==> config.mk <==
export PLATFORM = sky130hd
export DESIGN_NAME = sram_port_arb
export DESIGN_NICKNAME = d
export VERILOG_FILES = /design/src/rtl/sram_port_arb_pkg.sv /design/src/rtl/sram_port_arb_rr_pick.sv /design/src/rtl/sram_port_arb.sv
export SDC_FILE = /design/constraint.sdc
export NUM_CORES = 1
export LEC_CHECK = 0
export CAP_MARGIN = 0
export CORE_UTILIZATION = 40
export CTS_BUF_LIST = sky130_fd_sc_hd__clkbuf_16
export CTS_CLUSTER_SIZE = 14
export DETAILED_ROUTE_END_ITERATION = 8
export PLACE_DENSITY = 0.86
export SETUP_SLACK_MARGIN = 0.2
export SYNTH_ARGS = -nofsm -noshare
export SYNTH_HDL_FRONTEND = slang
export SYNTH_SLANG_ARGS = --single-unit
==> constraint.sdc <==
create_clock -name iClk -period 13.1 [get_ports iClk]
set_input_delay 3.275 -clock iClk [delete_from_list [all_inputs] [get_ports iClk]]
set_output_delay 3.275 -clock iClk [all_outputs]
set_load 0.01 [all_outputs]
==> src/rtl/sram_port_arb_pkg.sv <==
// Shared definitions for the packet-buffer SRAM port arbiter.
// SRAM geometry, arbiter state encoding and default lock limit.
package sram_port_arb_pkg;

  localparam int SRAM_DW      = 16;
  localparam int SRAM_AW      = 14;
  localparam int DEF_MAX_LOCK = 64;
  localparam int DEF_CW       = 6;

  typedef enum logic {
    ARB_IDLE = 1'b0,
    ARB_LOCK = 1'b1
  } arb_state_e;

endpackage

==> src/rtl/sram_port_arb_rr_pick.sv <==
// Combinational N-way round-robin priority picker.
// Grants the first requesting index at or after ptr_i, searching with wrap-around.
module sram_port_arb_rr_pick #(
  parameter int N  = 4,
  parameter int PW = 2
) (
  input  logic [N-1:0]  req_i,
  input  logic [PW-1:0] ptr_i,
  output logic [N-1:0]  gnt_o
);

  int   idx;
  logic found;

  // Walk the requesters starting at the pointer and keep the first hit.
  always_comb begin
    gnt_o = '0;
    found = 1'b0;
    idx   = 0;
    for (int k = 0; k < N; k++) begin
      idx = int'(ptr_i) + k;
      if (idx >= N) idx = idx - N;
      if (!found && req_i[idx]) begin
        gnt_o[idx] = 1'b1;
        found      = 1'b1;
      end
    end
  end

endmodule

==> src/rtl/sram_port_arb.sv <==
// Round-robin arbiter/sequencer sharing one port of the packet-buffer SRAM.
// Supports locked bursts bounded by a watchdog of MAX_LOCK cycles.
// Optional macro SRAM_ARB_OREG_EN registers the SRAM drive (+1 cycle on
// controls and on read-valid); the default build drives the SRAM combinationally.
// Handshake: a requester holds iReq (with iWr/iAddr/iWData stable) until it
// sees oGnt; the access happens in the oGnt cycle, and a read returns oRVld
// with oRData a fixed latency later. oState exposes the arbiter FSM.
module sram_port_arb
  import sram_port_arb_pkg::*;
#(
  parameter int N        = 4,
  parameter int DW       = SRAM_DW,
  parameter int AW       = SRAM_AW,
  parameter int MAX_LOCK = DEF_MAX_LOCK,
  parameter int CW       = DEF_CW
) (
  input  logic          iClk,
  input  logic          iRst_n,
  input  logic [N-1:0]    iReq,
  input  logic [N-1:0]    iWr,
  input  logic [N-1:0]    iLock,
  input  logic [N*AW-1:0] iAddr,
  input  logic [N*DW-1:0] iWData,
  output logic [N-1:0]  oGnt,
  output logic [N-1:0]  oRVld,
  output logic [DW-1:0] oRData,
  output logic          oCEn,
  output logic          oWEn,
  output logic [DW-1:0] oBWEn,
  output logic [AW-1:0] oAddr,
  output logic [DW-1:0] oWData,
  input  logic [DW-1:0] iRData,
  output arb_state_e    oState
);

  localparam int PW = $clog2(N);

  arb_state_e    state_q, state_d;
  logic [PW-1:0] owner_q, owner_d;
  logic [PW-1:0] ptr_q,   ptr_d;
  logic [CW-1:0] cnt_q,   cnt_d;

  logic [N-1:0]  pick_gnt;
  logic [N-1:0]  gnt;
  logic [PW-1:0] g_idx;
  logic          acc_wr;
  logic [AW-1:0] acc_addr;
  logic [DW-1:0] acc_wdata;
  logic          acc_any;
  logic [AW-1:0] addr_d,  addr_q;
  logic [DW-1:0] wdata_d, wdata_q;
  logic [N-1:0]  rd_pend;
  logic [N-1:0]  rvld1_q;

  sram_port_arb_rr_pick #(.N(N), .PW(PW)) u_pick (
    .req_i (iReq),
    .ptr_i (ptr_q),
    .gnt_o (pick_gnt)
  );

  // Next-state, grant and lock-counter logic of the arbiter FSM.
  always_comb begin
    state_d = state_q;
    owner_d = owner_q;
    ptr_d   = ptr_q;
    cnt_d   = cnt_q;
    gnt     = '0;
    unique case (state_q)
      ARB_IDLE: begin
        gnt = pick_gnt;
        if (|pick_gnt) begin
          if (iLock[g_idx]) begin
            state_d = ARB_LOCK;
            owner_d = g_idx;
            cnt_d   = CW'(1);
          end else begin
            ptr_d = (g_idx == PW'(N-1)) ? '0 : g_idx + PW'(1);
          end
        end
      end
      ARB_LOCK: begin
        gnt[owner_q] = iReq[owner_q];
        if (!iReq[owner_q] || !iLock[owner_q] || cnt_q == CW'(MAX_LOCK-1)) begin
          state_d = ARB_IDLE;
          ptr_d   = (owner_q == PW'(N-1)) ? '0 : owner_q + PW'(1);
          cnt_d   = '0;
        end else begin
          cnt_d = cnt_q + CW'(1);
        end
      end
      default: state_d = ARB_IDLE;
    endcase
    // No access is issued while reset is held.
    if (!iRst_n) gnt = '0;
  end

  // Encode the one-hot grant and select the winning requester's slice.
  always_comb begin
    g_idx = '0;
    for (int i = 0; i < N; i++) begin
      if (gnt[i]) g_idx = PW'(i);
    end
    acc_any   = |gnt;
    acc_wr    = acc_any & iWr[g_idx];
    acc_addr  = iAddr[g_idx*AW +: AW];
    acc_wdata = iWData[g_idx*DW +: DW];
    addr_d    = acc_any ? acc_addr  : addr_q;
    wdata_d   = acc_any ? acc_wdata : wdata_q;
    rd_pend   = gnt & ~iWr;
  end

  // FSM state, pointer, lock counter, held address/data and read pipeline.
  always_ff @(posedge iClk) begin
    if (!iRst_n) begin
      state_q <= ARB_IDLE;
      owner_q <= '0;
      ptr_q   <= '0;
      cnt_q   <= '0;
      addr_q  <= '0;
      wdata_q <= '0;
      rvld1_q <= '0;
    end else begin
      state_q <= state_d;
      owner_q <= owner_d;
      ptr_q   <= ptr_d;
      cnt_q   <= cnt_d;
      addr_q  <= addr_d;
      wdata_q <= wdata_d;
      rvld1_q <= rd_pend;
    end
  end

`ifdef SRAM_ARB_OREG_EN
  logic          cen_q;
  logic          wen_q;
  logic [DW-1:0] bwen_q;
  logic [N-1:0]  rvld2_q;

  // Registered SRAM controls: the SRAM sees the access one cycle after oGnt.
  always_ff @(posedge iClk) begin
    if (!iRst_n) begin
      cen_q   <= 1'b1;
      wen_q   <= 1'b1;
      bwen_q  <= '1;
      rvld2_q <= '0;
    end else begin
      cen_q   <= ~acc_any;
      wen_q   <= ~acc_wr;
      bwen_q  <= acc_wr ? '0 : '1;
      rvld2_q <= rvld1_q;
    end
  end

  assign oCEn   = cen_q;
  assign oWEn   = wen_q;
  assign oBWEn  = bwen_q;
  assign oAddr  = addr_q;
  assign oWData = wdata_q;
  assign oRVld  = rvld2_q & {N{iRst_n}};
`else
  assign oCEn   = ~acc_any;
  assign oWEn   = ~acc_wr;
  assign oBWEn  = acc_wr ? '0 : '1;
  assign oAddr  = addr_d;
  assign oWData = wdata_d;
  assign oRVld  = rvld1_q & {N{iRst_n}};
`endif

  assign oGnt   = gnt;
  assign oRData = iRData;
  assign oState = state_q;

endmodule
# Word level (Yosys, flattened, before mapping)
# Index checks and enable logic that the tools add are counted.
totals:
  n_memories: 0
  rom_bits: 0
  inputBits: 150
  word_cells: 136
  reg_bits: 45
  latch_bits: 0
  ram_bits: 0
classes:
  eq_ne: 7
  shifts: 2
  n_mux: 63
  div_mod_pow: 0
  bitwise: 11
  order_cmp: 15
  addsub: 10
  reduce_logical: 20
  multipliers: 1
ops:
  columns: ["operator", "n"]
  rows:
  - ["$ge 32x1->1 const B", 4]
  - ["$lt 32x4->1 const B", 4]
  - ["$mux 32", 4]
  - ["$ge 32x4->1 const B", 3]
  - ["$sub 32x4->32 const B", 3]
  - ["$shiftx 64x7->16", 1]
  - ["$shiftx 56x7->14", 1]
  - ["$mux 16", 2]
  - ["$mux 1", 24]
  - ["$mux 4", 5]
  - ["$mux 6", 3]
  - ["$bmux 1 s2", 8]
  - ["$mux 14", 1]
  - ["$mux 2", 7]
  - ["$and 4x4->4", 3]
  - ["$or 4x4->4", 3]
  - ["$pmux 6 s2", 1]
  - ["$demux 1 s2", 5]
  - ["$logic_and 1x1->1", 8]
  - ["$pmux 4 s2", 1]
  - ["$reduce_or 4->1", 2]
  - ["$add 2x2->3 const B", 2]
  - ["$add 6x1->6 const B", 1]
  - ["$eq 6x6->1 const B", 1]
  - ["19 further kinds", 32]

# Logic depth before layout (Yosys ltp)
# Gate-level depths: netlist (run 1).
depth:
  word_depth: 25
  mapped_depth: 13
  ltp_nobuf: 10

# Hierarchy
# From an unflattened synthesis (run 1), not the netlist that was laid out.
unflattened:
  cells_unflattened: 513
  hier_area_um2: 3905.0
by_module_without_submodules:
  columns: ["module", "n_inst", "seq_area_each_um2", "area_per_inst_um2", "cells_each"]
  rows:
  - ["sram_port_arb", 1, 900.9, 3547.2, 475]
  - ["sram_port_arb_rr_pick", 1, 0.0, 357.8, 38]

# Worst setup path after synthesis (run 1)
# No wires, ideal clock.
synth_path:
  path_type: "input-to-output"
  startpoint: "input iReq[3]"
  endpoint: "output oBWEn[0]"
  arrival_ns: 5.992
  stages: 11
  setup_slack_ns: 3.833
  n_path_buf: 4
  path_cell_list: "mux4_2 -> buf_2 -> a211oi_1 -> o21ai_0 -> nand3_1 -> a21o_1 -> buf_2 -> buf_2 -> o21ai_0 -> a22oi_1 -> buf_4"
synth_via:
  elab_chain_cells: 22
synth_rtl:
  columns: ["item", "line", "source"]
  rows:
  - ["start, declared", "sram_port_arb.sv:19", "input logic [N-1:0] iReq,"]
  - ["$bmux 1 s2", "sram_port_arb_rr_pick.sv:23", "if (!found && req_i[idx]) begin"]
  - ["$mux 1 (implied by the code) (2 in a row)", "sram_port_arb_rr_pick.sv:23", null]
  - ["$mux 1", "sram_port_arb_rr_pick.sv:23", null]
  - ["$logic_not 1->1", "sram_port_arb_rr_pick.sv:23", null]
  - ["$logic_and 1x1->1", "sram_port_arb_rr_pick.sv:23", null]
  - ["$mux 1", "sram_port_arb_rr_pick.sv:23", null]
  - ["$logic_not 1->1", "sram_port_arb_rr_pick.sv:23", null]
  - ["$logic_and 1x1->1", "sram_port_arb_rr_pick.sv:23", null]
  - ["[4 not listed]", null, null]
  - ["$pmux 4 s2 *", "sram_port_arb.sv:68", "unique case (state_q)"]
  - ["$mux 4 *", "sram_port_arb.sv:94", "if (!iRst_n) gnt = '0;"]
  - ["$mux 1", "sram_port_arb.sv:101", "if (gnt[i]) g_idx = PW'(i);"]
  - ["$mux 2 (2 in a row)", "sram_port_arb.sv:101", null]
  - ["$bmux 1 s2", "sram_port_arb.sv:104", "acc_wr = acc_any & iWr[g_idx];"]
  - ["$mux 1 (implied by the code)", "sram_port_arb.sv:104", null]
  - ["$and 1x1->1 *", "sram_port_arb.sv:104", null]
  - ["$mux 16 *", "sram_port_arb.sv:163", "assign oBWEn = acc_wr ? '0 : '1;"]
  - ["end, declared", "sram_port_arb.sv:29", "output logic [DW-1:0] oBWEn,"]
# Mark *: on every way between the ends. The rest lies on a longest branch, timed or not. The select of a mux whose other input is x is not followed.

# Worst setup path after layout (run 1)
layout_path:
  startpoint: "input iReq[1]"
  endpoint: "output oAddr[11]"
layout_via:
  elab_chain_cells: 21
layout_rtl:
  columns: ["item", "line", "source"]
  rows:
  - ["$bmux 1 s2", "sram_port_arb_rr_pick.sv:23", null]
  - ["$mux 1 (implied by the code) (2 in a row)", "sram_port_arb_rr_pick.sv:23", null]
  - ["$mux 1", "sram_port_arb_rr_pick.sv:23", null]
  - ["$logic_not 1->1", "sram_port_arb_rr_pick.sv:23", null]
  - ["$logic_and 1x1->1", "sram_port_arb_rr_pick.sv:23", null]
  - ["$mux 1", "sram_port_arb_rr_pick.sv:23", null]
  - ["$logic_not 1->1", "sram_port_arb_rr_pick.sv:23", null]
  - ["$logic_and 1x1->1", "sram_port_arb_rr_pick.sv:23", null]
  - ["[3 not listed]", null, null]
  - ["$mux 4", "sram_port_arb_rr_pick.sv:23", null]
  - ["$pmux 4 s2 *", "sram_port_arb.sv:68", null]
  - ["$mux 4 *", "sram_port_arb.sv:94", null]
  - ["$mux 1", "sram_port_arb.sv:101", null]
  - ["$mux 2 (2 in a row)", "sram_port_arb.sv:101", null]
  - ["$mul 2x3->5", "sram_port_arb.sv:105", "acc_addr = iAddr[g_idx*AW +: AW];"]
  - ["$shiftx 56x7->14", "sram_port_arb.sv:105", null]
  - ["$mux 14 *", "sram_port_arb.sv:107", "addr_d = acc_any ? acc_addr : addr_q;"]
  - ["end, declared", "sram_port_arb.sv:30", "output logic [AW-1:0] oAddr,"]
# Marks and branches as above.

==> results of run 1 <==
-- metrics by stage --
step | hold WS (ps) | instance area [µm²]
CTS | 529 | 5310
global placement | 502 | 5160
global route | 541 | 5310
floorplan | 481 | 3450
finish | 532 | 5310
detailed placement | 520 | 5160
-- cells in the final DEF, fill, tap and decap left out, drive strengths merged, types with 2 or more instances in the layout --
cell type      synthesis  final
nor2                  41     41
o21ai                  6      6
o311ai                 8      8
a31oi                  4      4
nor4                   2      2
a2111oi               31     31
inv                   14     16
nand2                 17     17
a21o                   4      4
mux2i                 31     31
o41a                   2      2
nand3b                 2      2
ha                     9      9
o22ai                 30     30
mux2                   2      2
a211oi                38     38
and3                   2      2
nand3                 10     10
dfxtp                 45     45
and2                   7      7
clkbuf                17      5
o31ai                  2      2
o31a                   2      2
mux4                   6      6
nor3b                  4      4
a311oi                 3      3
buf                   46      4
a21oi                 10     10
clkdlybuf4s50          0    190
-- worst paths after layout --
path | from | endpoint | depth (start not counted)
worst max-delay path | iReq[1] | oAddr[11] | 9
worst min-delay path | cnt_q[5] | cnt_q[5] | 2
worst max register to register | ptr_q[0] | addr_q[2] | 9
worst min register to register | cnt_q[5] | cnt_q[5] | 2
-- layer usage --
layer,share of wire [%],track usage [%],vias up
met1,37,28.1,1825
met4,3.5,12.2,2
met2,52,44.8,167
met5,0.11,0,-
li1,-,-,1837
met3,7.5,6.84,35
-- where the power goes --
part | leakage [µW] | internal (µW) | switching [µW]
logic | 0.00158 | 497 | 508
clock network | 0.0000724 | 69.3 | 50.9
registers | 0.000373 | 186 | 26.8
-- critical path: stages --
cell and delay, ps:
clkdlybuf4s50_1 490, mux4_2 590, a2111oi_2 600, o311ai_4 140, buf_4 300, nand2_1 820, o22ai_1 280, a211oi_1 350
clkdlybuf4s50_1 590
-- final cells by class --
type / instances / area, µm² / share of cell area [%]
multi-input cells: 284 / 2150 / 40.5
repair buffers: 194 / 1930 / 36.4
flip-flops and latches: 45 / 901 / 17.0
well taps: 105 / 131 / 2.48
clock buffers: 5 / 125 / 2.36
inverters: 14 / 52.6 / 0.991
clock inverters: 3 / 15.0 / 0.283
-- registers in the layout, summed over array words and instances, names as in the netlist --
signal	cells
wdata_q	16
addr_q	14
cnt_q	6
rvld1_q	4
owner_q	2
ptr_q	2
oState	1
-- cells by family (layout without fill, tap and decap cells) --
group	Yosys count	in the layout
AND/OR/NAND/NOR	88	88
buffers and inverters	77	216
flip-flops	45	45
AO/OA/AOI/OAI	148	148
multiplexers	39	39
adder cells (fa/ha/maj)	9	9
==> flow_metrics.tcl, run 1 <==
set metrics [dict create \
    core-area_mm2 0.00830 \
    worst_pin_slew_ps 1180 \
    vdd_drop_max_uv 180 \
    cts_tree "built" \
    clk_pin_slew_ps 60 \
    rows 33 \
    synth_cell_types 46 \
    ff2ff_setup_slack_ps 8750 \
    avgSynthCellArea_um2 8.50 \
    synthXorXnorAreaFrac_pct 0 \
    hold_viol_final 0 \
    syn_inst 406 \
    critical_path_required_ps 9820 \
    clock_sinks 45 \
    hp-class "reg2reg" \
    synth.yosys.seq_area_share_pct 26.1 \
    cp-end-kind "output port" \
    drive_above_1_share_pct 5.14 \
    synth_flop_cell "dfxtp_1" \
    yosysTopAreaCell "dfxtp_1" \
    die_w_um 94.9 \
    synth-simple-area-share_pct 12.0 \
    ys_seq_elements 45 \
    antenna_cells 0 \
    vias 3866 \
    synth_top_family_by_area "compound AO/OA/AOI/OAI gates" \
    synth_top_area_share_pct 26.1 \
    clock_path_buffers 2 \
    antenna_found_initial 1 \
    dr.pass1.iters 5 \
    cts_buffers 5 \
    dpl.cell_count 642 \
    overflow 0 \
    yosys-mux-area-fraction_pct 13.6 \
    timing.fmax_ghz 0.0932 \
    synth_common_cells "45 x dfxtp_1, 41 x nor2_1, 38 x a211oi_1" \
    utilization_pct 63.9 \
    antenna_left 0 \
    status "finished clean" \
    crit_fanout 38 \
    drv_cap 0 \
    power_per_cell_area_mw_per_mm2 252 \
    grt_max_degree 61 \
    postCtsSetupBuffers 0 \
    postCtsHoldBufs 0 \
    grt.total_usage_pct 25.4 \
    yosys.area_share.adder_pct 3.26 \
    finalSetupViolations 0 \
    stdcell_count 650 \
    ys_warn_count 0 \
    hpwl_um 9210 \
    grt_pass1_wl_um 17800 \
    nNetsFinal 703 \
    slew_headroom_pct 21.2 \
    wl_um 11900 \
    synth-edff-count 0 \
    post-route-period-util_pct 81.9 \
    fin_tns_setup_ps 0 \
    synth.area.top_cells "dfxtp_1 26%, mux2i_1 9.0%, a211oi_1 8.3%" \
    cts_resized 0 \
    dieArea_mm2 0.00900 \
    pin_count 223 \
    nFillCells 683 \
    report.power.total_uw 1340 \
    syn_area_mm2 0.00345 \
    criticalPathCategory "in2out" \
    root_buffer "clkbuf_16" \
    start_kind "input pin" \
    slew_violations 0 \
    die_y_um 94.9 \
    ctsHtreeMaxLevel 2 \
    dp_slack_ps 2330 \
    fin_ws_ps 2370 \
    areaGrowthSynthToFinish_pct 53.7 \
    start_util_pct 41.6 \
    portBuffers 190 \
    skew_ps 8.62 \
    vias_per_cell 5.95 \
    rsz0062_at_grt "false" \
    clkLatencyLatePin_ps 280 \
    cp.arrival_ps 7460 \
    grt_pass1_vias 3783 \
    synthArstFlopShare_pct 0 \
    p_leak_uw 0.00203 \
    yosysMostFrequentCell "dfxtp_1" \
    period_needed_ps 10730 \
    synth_compound_area_share_pct 32.7 \
    drt-initial-drc-count 150 \
    wire_per_inst_um 18.3 \
    synth_nets 565 \
    drcViolationCount 0 \
    gp_congestion 0.911 \
]
Power figures use the tool's default switching activity.
==> inputs of run 2 (changes only) <==
--- a/config.mk
+++ b/config.mk
@@ -6,11 +6,11 @@
 export NUM_CORES = 1
 export LEC_CHECK = 0
 export CAP_MARGIN = 0
-export CORE_UTILIZATION = 40
+export CORE_UTILIZATION = 34
 export CTS_BUF_LIST = sky130_fd_sc_hd__clkbuf_16
 export CTS_CLUSTER_SIZE = 14
 export DETAILED_ROUTE_END_ITERATION = 8
-export PLACE_DENSITY = 0.86
+export PLACE_DENSITY = 0.78
 export SETUP_SLACK_MARGIN = 0.2
 export SYNTH_ARGS = -nofsm -noshare
 export SYNTH_HDL_FRONTEND = slang
==> constraint.sdc (replaced) <==
create_clock -name iClk -period 9.7 [get_ports iClk]
set_input_delay 2.425 -clock iClk [delete_from_list [all_inputs] [get_ports iClk]]
set_output_delay 2.425 -clock iClk [all_outputs]
set_load 0.01 [all_outputs]
==> run 2 against run 1 <==
Final cell count is 5.2% higher. Count of clock-buffer cells in the layout stayed put. Largest power group unchanged. Largest cell class unchanged. Total power is 38% higher. Worst hold slack worse by 13 ps.
==> flow_metrics.tcl, run 2 (synthesis results as in run 1) <==
set metrics [dict create \
    status "finished clean" \
    clk_pin_slew_ps 60 \
    grt_max_degree 40 \
    stdcell_count 684 \
    slew_headroom_pct 48.0 \
    grt_pass1_vias 3724 \
    wire_per_inst_um 18.3 \
    slew_violations 0 \
    clkLatencyLatePin_ps 280 \
    worst_pin_slew_ps 758 \
    hpwl_um 9640 \
    multi_input_area_mm2 0.00215 \
    cp_cell_sequence "clkdlybuf4s50_1, mux4_2, o31a_1, o311ai_4, inv_2, nand2_1, buf_4, o22ai_1, a211oi_1, clkdlybuf4s50_1" \
    pin_count 223 \
    start_kind "input pin" \
    final_common_cell "clkdlybuf4s50_1" \
    p_leak_uw 0.00205 \
    seq_area_um2 901 \
    criticalPathCategory "in2out" \
    fin_tns_setup_ps 0 \
    antenna_left 0 \
    ctsHtreeMaxLevel 2 \
    start_util_pct 35.1 \
    areaGrowthSynthToFinish_pct 56.2 \
    top_register "wdata_q" \
    gp_congestion 0.931 \
    crit_slowest_cell "mux4_2" \
    cp.arrival_ps 6340 \
    power_per_cell_area_mw_per_mm2 342 \
    fin_ws_ps 938 \
    die_y_um 103 \
    drt-initial-drc-count 134 \
    cp-end-kind "output port" \
    postCtsHoldBufs 0 \
    dr.pass1.iters 4 \
    hold_slack_ps 519 \
    portBuffers 190 \
    timing.fmax_ghz 0.114 \
    wl_um 12500 \
    nNetsFinal 709 \
    hold_viol_final 0 \
    postCtsSetupBuffers 0 \
    cts_tree "built" \
    post-route-period-util_pct 90.3 \
    drv_cap 0 \
    die_w_um 103 \
    rows 36 \
    core-area_mm2 0.00982 \
    finalSetupViolations 0 \
    fin_area_mm2 0.00539 \
    nFillCells 920 \
    vias 3886 \
    cts_resized 0 \
    vdd_drop_max_uv 260 \
    crit_fanout 17 \
    reg_top3 "wdata_q (16), addr_q (14), cnt_q (6)" \
    cp_slowest_stage_delay_ps 600 \
    crit_top_cell "clkdlybuf4s50_1" \
    vias_per_cell 5.68 \
    dpl.cell_count 676 \
    cts_buffers 5 \
    overflow 0 \
    clock_path_buffers 2 \
    grt_pass1_wl_um 18400 \
    skew_ps 5.00 \
    dieArea_mm2 0.0106 \
    placed_area_mm2 0.00525 \
    grt.total_usage_pct 22.6 \
    largest_reg_flops 16 \
    drive_above_1_share_pct 6.53 \
    antenna_cells 0 \
    period_needed_ps 8760 \
    antenna_found_initial 0 \
    ff2ff_setup_slack_ps 5580 \
    final_cell_mix "190 x clkdlybuf4s50_1, 45 x dfxtp_1, 40 x nor2_1, 38 x a211oi_1, 31 x mux2i_1" \
    root_buffer "clkbuf_16" \
    clock_sinks 45 \
    dp_slack_ps 957 \
    hp-class "reg2reg" \
    critical_path_required_ps 7280 \
    rsz0062_at_grt "false" \
    drcViolationCount 0 \
]
[run 2: worst paths after layout]
path,startpoint,to,cells after the start
hold reg to reg,cnt_q[5],cnt_q[5],2
hold / removal,cnt_q[5],cnt_q[5],2
setup / recovery,iReq[1],oWData[1],10
setup reg to reg,ptr_q[0],owner_q[1],11
[run 2: power by group]
group / internal [µW] / leakage [µW] / total [µW] / switching (µW)
clock network: 96.0 / 0.0000702 / 171 / 74.6
registers: 251 / 0.000373 / 288 / 37.3
logic: 691 / 0.00161 / 1390 / 697
[run 2: final cells by class]
class,instances,share of cell area [%]
multi-input cells,284,39.8
clock inverters,3,0.395
inverters,14,0.975
well taps,133,3.09
flip-flops and latches,45,16.7
repair buffers,200,36.7
clock buffers,5,2.32
[run 2: per-layer routing]
layer  global-route usage, %  wire (µm)  share of wire, %
met3                    4.88        937               7.5
met1                    25.8       4750                38
met4                    11.5        519               4.2
met5                       0          0                 0
met2                    39.8       6280                50
[run 2: worst max-delay path, delay by kind of cell]
| family | cells | cell delay, ps |
|---|---|---|
| AOI/OAI and AO/OA | 4 | 1250 |
| buffers and inverters | 4 | 1520 |
| muxes | 1 | 600 |
| and+or+nand+nor | 1 | 550 |
[run 2: per-stage QoR]
stage / power [µW] / util (%)
2_1_floorplan: 1100 / -
3_3_place_gp: 1650 / 53.4
3_5_place_dp: 1670 / 53.4
4_1_cts: 1850 / 54.9
5_1_grt: 1970 / 54.9
6_report: 1850 / 54.9
==> inputs of run 3 (changes only) <==
--- a/config.mk
+++ b/config.mk
@@ -10,6 +10,7 @@
 export CTS_BUF_LIST = sky130_fd_sc_hd__clkbuf_16
 export CTS_CLUSTER_SIZE = 14
 export DETAILED_ROUTE_END_ITERATION = 8
+export GPL_ROUTABILITY_DRIVEN = 0
 export PLACE_DENSITY = 0.78
 export SETUP_SLACK_MARGIN = 0.2
 export SYNTH_ARGS = -nofsm -noshare
==> run 3 against run 2 <==
Final cell count stayed put. Clock power barely moved. Final area about the same. Global-route usage decreased by 0.13 points. Via count increased by 0.26%. Critical path depth stayed put. Total power increased by 0.38%. Register-to-register slack worse by 50 ps. Sequential share of layout area about the same. Die area is the same. Maximum frequency down 0.55%. Critical endpoint unchanged. Highest routed layer unchanged.
==> flow_metrics.tcl, run 3 (synthesis results as in run 1) <==
set metrics [dict create \
    wire_per_inst_um 18.3 \
    overflow 0 \
    crit_fanout 17 \
    core-area_mm2 0.00982 \
    grt_max_degree 42 \
    antenna_cells 0 \
    postCtsHoldBufs 0 \
    grt_pass1_vias 3799 \
    critical_path_required_ps 7280 \
    dieArea_mm2 0.0106 \
    slew_violations 0 \
    root_buffer "clkbuf_16" \
    clk_pin_slew_ps 70 \
    clock_path_buffers 2 \
    stdcell_count 684 \
    portBuffers 190 \
    final_common_cell "clkdlybuf4s50_1" \
    worst_pin_slew_ps 762 \
    post-route-period-util_pct 90.8 \
    status "finished clean" \
    fin_tns_setup_ps 0 \
    drive_above_1_share_pct 6.53 \
    hp-class "reg2reg" \
    reg_top3 "wdata_q (16), addr_q (14), cnt_q (6)" \
    cts_resized 0 \
    fin_ws_ps 890 \
    die_y_um 103 \
    top_register "wdata_q" \
    cp.arrival_ps 6390 \
    reg2reg_to "wdata_q[1]" \
    reg2reg_depth 11 \
    min-delay-start "cnt_q[5]" \
    wl_um 12500 \
    hold_end "cnt_q[5]" \
    finalSetupViolations 0 \
    nFillCells 949 \
    vias 3896 \
    die_w_um 103 \
    drcViolationCount 0 \
    grt.total_usage_pct 22.5 \
    ctsHtreeMaxLevel 2 \
    clock_sinks 45 \
    areaGrowthSynthToFinish_pct 56.3 \
    placed_area_mm2 0.00525 \
    drt-initial-drc-count 154 \
    start_util_pct 35.1 \
    nNetsFinal 709 \
    cts_buffers 5 \
    hold_slack_ps 528 \
    fin_area_mm2 0.00540 \
    pin_count 223 \
    power_per_cell_area_mw_per_mm2 343 \
    skew_ps 9.82 \
    cp-end-kind "output port" \
    criticalPathCategory "in2out" \
    dpl.cell_count 676 \
    timing.rr.start "ptr_q[0]" \
    largest_reg_flops 16 \
    vdd_drop_max_uv 268 \
    grt_pass1_wl_um 18500 \
    antenna_found_initial 0 \
    hpwl_um 9640 \
    antenna_left 0 \
    drv_cap 0 \
    seq_area_um2 901 \
    p_leak_uw 0.00205 \
    dp_slack_ps 939 \
    postCtsSetupBuffers 0 \
    vias_per_cell 5.70 \
    multi_input_area_mm2 0.00215 \
    period_needed_ps 8810 \
    hold_viol_final 0 \
    cts_tree "built" \
    ff2ff_setup_slack_ps 5530 \
    slew_headroom_pct 47.8 \
    timing.fmax_ghz 0.114 \
    dr.pass1.iters 4 \
    start_kind "input pin" \
    rsz0062_at_grt "false" \
    whs_path_depth 2 \
    rows 36 \
    final_cell_mix "190 x clkdlybuf4s50_1, 45 x dfxtp_1, 40 x nor2_1, 38 x a211oi_1, 31 x mux2i_1" \
    clkLatencyLatePin_ps 290 \
]
==> run 3: cell type report <==
| type | count | area share [%] |
|---|---|---|
| repair buffers | 200 | 36.6 |
| inverters | 14 | 0.974 |
| flip-flops and latches | 45 | 16.7 |
| clock buffers | 5 | 2.32 |
| well taps | 133 | 3.08 |
| clock inverters | 3 | 0.464 |
| multi-input cells | 284 | 39.8 |
==> run 3: power by group <==
part	switching, µW	internal (µW)
registers	37.3	251
logic	700	691
clock network	77.0	96.9
total	815	1040
==> run 3: per-stage QoR <==
stage / total power, µW / util, %
after floorplan: 1100 / -
after global placement: 1650 / 53.4
after detailed placement: 1680 / 53.4
after CTS: 1860 / 54.9
after global routing: 1970 / 54.9
final: 1850 / 54.9
==> run 3: how the worst max path moves through the flow <==
stage	startpoint	end	slack, ps	cells after the start
2_1_floorplan	iReq[3]	oBWEn[0]	2130	11
3_3_place_gp	iReq[1]	oWData[1]	1070	10
3_5_place_dp	iReq[0]	oWData[1]	940	10
4_1_cts	iReq[0]	oWData[1]	910	10
5_1_grt	iReq[1]	oWData[1]	680	10
6_report	iReq[0]	oWData[1]	890	10
==> run 3: metal layers <==
layer  global-route usage, %  part of all wire (%)  vias to the layer above
li1                        -                     -                     1852
met1                    25.0                    37                     1832
met2                    41.8                    53                      188
met3                    5.83                   7.6                       24
met4                    6.93                   2.4                        0
met5                       0                     0                        -
==> run 3: critical path, cell delays in order <==
cell             delay (ps)
clkdlybuf4s50_1         500
mux4_2                  590
o31a_1                  390
o311ai_4                430
inv_2                   150
nand2_1                 550
buf_4                   290
o22ai_1                 110
a211oi_1                330
clkdlybuf4s50_1         610
